### config.mk
export PLATFORM = sky130hd
export DESIGN_NAME = seq_pattern_gen
export DESIGN_NICKNAME = d
export VERILOG_FILES = /design/src/rtl/seq_pattern_gen.sv
export SDC_FILE = /design/constraint.sdc
export NUM_CORES = 1
export LEC_CHECK = 0
export ABC_AREA = 1
export CORE_MARGIN = 2
export CORE_UTILIZATION = 45
export CTS_CLUSTER_SIZE = 24
export DETAILED_ROUTE_END_ITERATION = 10
export PLACE_DENSITY = 0.7
export SKIP_LAST_GASP = 1
export SLEW_MARGIN = 20
export SYNTH_ARGS = -nofsm -noshare
export SYNTH_HDL_FRONTEND = slang
export SYNTH_SLANG_ARGS = --single-unit
### constraint.sdc
create_clock -name clk -period 1.5 [get_ports clk]
set_clock_uncertainty 0.15 [all_clocks]
set_input_delay 0.3 -clock clk [delete_from_list [all_inputs] [get_ports clk]]
set_output_delay 0.3 -clock clk [all_outputs]
set_load 0.05 [all_outputs]
### src/rtl/seq_pattern_gen.sv
// Serial bit-pattern transmitter.
// On an accepted start, the pattern is sent MSB first, one bit per clock.
// The pattern is repeated repeat_n times, with gap_len idle cycles between repetitions.
// The pattern, repeat count and gap length are shadowed at start,
// so changes to the inputs during a transfer do not affect it.
// All outputs are registered and change only on a clock edge or on reset.
module seq_pattern_gen #(
    parameter int WIDTH = 4,
    parameter int CNT_W = 8,
    parameter int GAP_W = 4
) (
    input  logic             clk,
    input  logic             reset_n,
    input  logic             start,
    input  logic             abort,
    input  logic [WIDTH-1:0] pattern,
    input  logic [CNT_W-1:0] repeat_n,
    input  logic [GAP_W-1:0] gap_len,
    output logic             data_out,
    output logic             data_valid,
    output logic             frame_start,
    output logic             busy,
    output logic             done
);

    localparam int BIT_W = $clog2(WIDTH);
    localparam logic [BIT_W-1:0] MSB_IDX = BIT_W'(WIDTH - 1);

    typedef enum logic [1:0] {
        IDLE  = 2'd0,
        SHIFT = 2'd1,
        GAP   = 2'd2
    } state_t;

    state_t           state_q,       state_d;
    logic [WIDTH-1:0] pattern_q,     pattern_d;      // shadowed pattern
    logic [CNT_W-1:0] reps_q,        reps_d;         // repetitions left, including current one
    logic [GAP_W-1:0] gap_len_q,     gap_len_d;      // shadowed gap length
    logic [GAP_W-1:0] gap_cnt_q,     gap_cnt_d;      // idle cycles left in current gap
    logic [BIT_W-1:0] bit_idx_q,     bit_idx_d;      // index of the bit now on data_out
    logic             data_out_q,    data_out_d;
    logic             data_valid_q,  data_valid_d;
    logic             frame_start_q, frame_start_d;
    logic             busy_q,        busy_d;
    logic             done_q,        done_d;

    // Next-state and next-output logic.
    // The outputs are computed for the cycle that follows the edge.
    always_comb begin
        state_d       = state_q;
        pattern_d     = pattern_q;
        reps_d        = reps_q;
        gap_len_d     = gap_len_q;
        gap_cnt_d     = gap_cnt_q;
        bit_idx_d     = bit_idx_q;
        data_out_d    = 1'b0;
        data_valid_d  = 1'b0;
        frame_start_d = 1'b0;
        busy_d        = 1'b0;
        done_d        = 1'b0;

        case (state_q)
            IDLE: begin
                // A zero repeat count would describe an empty transfer, so it is dropped.
                if (start && (repeat_n != '0)) begin
                    state_d       = SHIFT;
                    pattern_d     = pattern;
                    reps_d        = repeat_n;
                    gap_len_d     = gap_len;
                    bit_idx_d     = MSB_IDX;
                    data_out_d    = pattern[WIDTH-1];
                    data_valid_d  = 1'b1;
                    frame_start_d = 1'b1;
                    busy_d        = 1'b1;
                end
            end

            SHIFT: begin
                if (abort) begin
                    state_d = IDLE;
                    reps_d  = '0;
                end else if (bit_idx_q != '0) begin
                    bit_idx_d    = bit_idx_q - BIT_W'(1);
                    data_out_d   = pattern_q[bit_idx_d];
                    data_valid_d = 1'b1;
                    busy_d       = 1'b1;
                end else if (reps_q > CNT_W'(1)) begin
                    reps_d = reps_q - CNT_W'(1);
                    busy_d = 1'b1;
                    if (gap_len_q != '0) begin
                        state_d   = GAP;
                        gap_cnt_d = gap_len_q;
                    end else begin
                        // With no gap, the next MSB follows bit 0 directly.
                        bit_idx_d     = MSB_IDX;
                        data_out_d    = pattern_q[WIDTH-1];
                        data_valid_d  = 1'b1;
                        frame_start_d = 1'b1;
                    end
                end else begin
                    state_d = IDLE;
                    reps_d  = '0;
                    done_d  = 1'b1;
                end
            end

            GAP: begin
                if (abort) begin
                    state_d   = IDLE;
                    reps_d    = '0;
                    gap_cnt_d = '0;
                end else if (gap_cnt_q == GAP_W'(1)) begin
                    state_d       = SHIFT;
                    gap_cnt_d     = '0;
                    bit_idx_d     = MSB_IDX;
                    data_out_d    = pattern_q[WIDTH-1];
                    data_valid_d  = 1'b1;
                    frame_start_d = 1'b1;
                    busy_d        = 1'b1;
                end else begin
                    gap_cnt_d = gap_cnt_q - GAP_W'(1);
                    busy_d    = 1'b1;
                end
            end

            default: begin
                state_d = IDLE;
            end
        endcase
    end

    // State, shadow and output registers.
    // Reset clears these registers asynchronously, which drops any transfer in progress.
    always_ff @(posedge clk or negedge reset_n) begin
        if (!reset_n) begin
            state_q       <= IDLE;
            pattern_q     <= '0;
            reps_q        <= '0;
            gap_len_q     <= '0;
            gap_cnt_q     <= '0;
            bit_idx_q     <= '0;
            data_out_q    <= 1'b0;
            data_valid_q  <= 1'b0;
            frame_start_q <= 1'b0;
            busy_q        <= 1'b0;
            done_q        <= 1'b0;
        end else begin
            state_q       <= state_d;
            pattern_q     <= pattern_d;
            reps_q        <= reps_d;
            gap_len_q     <= gap_len_d;
            gap_cnt_q     <= gap_cnt_d;
            bit_idx_q     <= bit_idx_d;
            data_out_q    <= data_out_d;
            data_valid_q  <= data_valid_d;
            frame_start_q <= frame_start_d;
            busy_q        <= busy_d;
            done_q        <= done_d;
        end
    end

    assign data_out    = data_out_q;
    assign data_valid  = data_valid_q;
    assign frame_start = frame_start_q;
    assign busy        = busy_q;
    assign done        = done_q;

endmodule

==> metrics <==
register-to-register setup slack=-0.21 ns; critical path startpoint category=flop; relative contribution of combinational cells to total power=between 60 and 70%; net switching share of the total power=between 40% and 50%; TritonRoute pass-1 iters=6; library cells used by synthesis=25; vias post-DR=~2000; GPL Wtd Cong=between 0.8 and 0.9; total number of yosys warnings=0; failing checks=setup timing; number of global-route vias before repair=approximately 1900; cell with the largest stage delay on the worst path=dfrtp_2; standard-cell rows=23; worst vdd rail ir drop=~0.00095 V; core region area=approximately 0.0040 mm2; cell count after synthesis=254; antenna diode count=0; list of cells traversed by the critical path=buf_4 > ha_1 > inv_1 > nand2_1 > a21oi_2 > nand3_2 > nand2_1 > nand2_1; Avg Synthesized Cell Area=roughly 7.3 um2; fin crit share=114%; relative max-transition margin=84.0%; clock tree from TritonCTS=done; Clk pin slew, worst setup/hold paths=about 0.06 ns; die height=about 70 um; share of final-layout standard cells stronger than drive strength 1=a little under two fifths; power per standard cell area=between 2000 and 2500 mW/mm2; static leakage=approximately 0.0016 uW; drt drc=0; final wirelength=~6000 um; internal power=3670 uW; number of antenna violations at the first check in global routing=0; placed insts=about 360; number of buffer cells added on primary ports=24; Yosys reg bits=29; relative contribution of the clock network to total power=around a tenth; switching power=about 3200 uW; Worst Slack Setup Final=-0.205 ns; Layout Cells excl Fill=between 300 and 400; Post-DRT Antenna Nets=0; required time of the worst setup path=roughly 1.5 ns; area grow syn2layout=62.8%; Reg-to-Reg End=bit_idx_q[0]$_DFFE_PN0P_; pin count of the biggest net entering global routing=30; fin. max-slew vios=0; number of nets in the finished design=around 370; initial detailed-routing violation count=~200; Min Clock Period, post-route=1.71 ns; Remaining Overflow, GRT=0; insertion delay to the later sink of the worst-skew pair=about 0.28 ns; slew at the pin with the worst max-slew slack=approximately 0.24 ns; number of sinks on the clock net=29; cells on worst reg2reg path=8; critical path arrival=approximately 1.7 ns; status=finished, violations left; highest clock rate=~0.59 GHz; Initial Util=a little under half; synthesized net count=approximately 280; detail-routed via count per cell=between 5 and 6; post-synthesis instance area=between 0.0015 and 0.002 mm2; total global-route track usage=25.1%; category of the worst setup path capture point=flop; highest net fanout along the worst path=3; post-detailed-placement half-perimeter wirelength=3410 um; crit path kind=flop to flop; Final TNS setup=-2.55 ns; Crit Reg-Reg Startpoint=state_q[0]$_DFFE_PN0P_; most frequent cells in the layout=nand2_1, buf_4, inv_1, dfrtp_1; # Max-Cap Violations=0; post-synthesis sequential area ratio=around two fifths; Inserted Clock Buffers=5; commonest non-fill, non-tap cell in the layout=nand2_1; min-delay worst type=input pin to async pin; Boundary Pins=25; final setup fails=21; Largest stage delay, worst path=between 0.4 and 0.5 ns; part of the total power dissipated in sequential elements=20.7%; CTS H-tree depth=2; global-route wire length before repair=between 8000 and 9000 um; average wire per standard cell=roughly 15 um; total die area=about 0.0046 mm2; setup repair after global routing missed its margin=yes; final hold viol count=0; Most Frequent Cell on Critical Path=nand2_1; clock root buffer=clkbuf_8; sum of internal, switching and leakage power=~6900 uW; x dimension of the die=around 70 um; Max Buffers Root-to-Sink=2
## power by group through the flow
stage / Combinational [uW] / Sequential, uW / Clock [uW]
floorplan: 2010 / 1530 / 0
global placement: 3440 / 1380 / 0
detailed placement: 3490 / 1390 / 0
CTS: 4140 / 1390 / 656
global route: 5120 / 1450 / 692
finish: 4800 / 1420 / 647
## synth_stat cells
master     count  share of area, %
a2bb2oi_1      1              0.47
nand2_2        4               1.4
ha_1           9               6.1
nand3_1       12               3.2
xor2_1         3               1.4
inv_1         37               7.5
nor2_2         2              0.68
a21oi_1        4               1.1
nand2_1       95                19
inv_4          1              0.34
dfrtp_1       29                39
nor3_1         1              0.27
o21ai_0       12               3.2
a31oi_1        2              0.68
nand4_1        5               1.7
nor2_4         3               1.8
o22ai_1        5               1.7
nand3_4        3               2.8
buf_6          1              0.61
xnor2_1        2              0.95
o211ai_1       1              0.41
nor2_1        14               2.8
inv_2          3              0.61
nand3_2        1              0.54
o21ai_1        4               1.1
## critical path: cells and delay by family (launching register included)
family	cells	cell delay, ns
adders and majority gates	1	0.21
buffers and inverters	2	0.25
DFF	1	0.46
AOI/OAI and AO/OA	1	0.20
and+or+nand+nor	4	0.33
## per-stage QoR
step,area [um2],setup WS (ns),hold slack (ns),util (%)
floorplan,1860,-0.00200,-0.146,-
global placement,2500,-0.356,0.308,63.0
detailed placement,2500,-0.416,0.313,63.0
CTS,2830,-0.0953,0.224,71.2
global route,3010,-0.260,0.239,75.8
finish,3010,-0.205,0.223,75.8
## cells by family (layout without fill, tap and decap cells)
logic type	count (synthesis)	after routing	share of synthesized area (%)
flip-flops	29	29	39.2
XOR/XNOR	5	5	2.37
AND/OR/NAND/NOR	140	141	34.6
buffers and inverters	42	124	9.07
adder cells (fa/ha/maj)	9	9	6.09
AO/OA/AOI/OAI	29	29	8.66
## repair_timing
action | in CTS | in global routing
cloned | 1 | 1
hold buffers | 0 | 0
hold endpoints to repair | 0 | 0
resized for setup | 52 | 35
endpoints found under the setup margin | 22 | 29
buffers inserted | 11 | 3
pin swaps | 24 | 9
## worst max-delay path by stage
stage	cells after the start	slack [ns]	endpoint	startpoint
finish	8	-0.21	bit_idx_q[0]$_DFFE_PN0P_	state_q[0]$_DFFE_PN0P_
global route	9	-0.26	bit_idx_q[0]$_DFFE_PN0P_	reps_q[0]$_DFFE_PN0P_
CTS	11	-0.1	reps_q[7]$_DFFE_PN0P_	reps_q[0]$_DFFE_PN0P_
detailed placement	11	-0.42	reps_q[3]$_DFFE_PN0P_	repeat_n[7]
global placement	11	-0.36	reps_q[0]$_DFFE_PN0P_	repeat_n[4]
floorplan	9	-0.002	reps_q[0]$_DFFE_PN0P_	state_q[1]$_DFFE_PN0P_
## layer usage
| metal | vias up | global-route usage (%) | share of wire (%) | routed length (um) |
|---|---|---|---|---|
| li1 | 964 | - | - | - |
| met1 | 974 | 29.3 | 42 | 2440 |
| met2 | 79 | 43.2 | 50 | 2940 |
| met3 | 23 | 5.76 | 5.1 | 301 |
| met4 | 0 | 12.0 | 3.0 | 175 |
| met5 | - | 0 | 0 | 0 |
## registers in the layout (all words and copies together), names as in the netlist
name and cells:
bit_idx_q 2, busy 1, data_out 1, data_valid 1, done 1, frame_start 1
gap_cnt_q 4, gap_len_q 4, pattern_q 4, reps_q 8, state_q 2
## final cells by class
type | count | area, um2
Sequential cell | 29 | 728
Inverter | 41 | 166
Clock buffer | 7 | 86.3
Tap cell | 50 | 62.6
Fill cell | 269 | 961
Multi-Input combinational cell | 184 | 1220
Timing Repair Buffer | 76 | 743
Power figures use the tool's default switching activity.
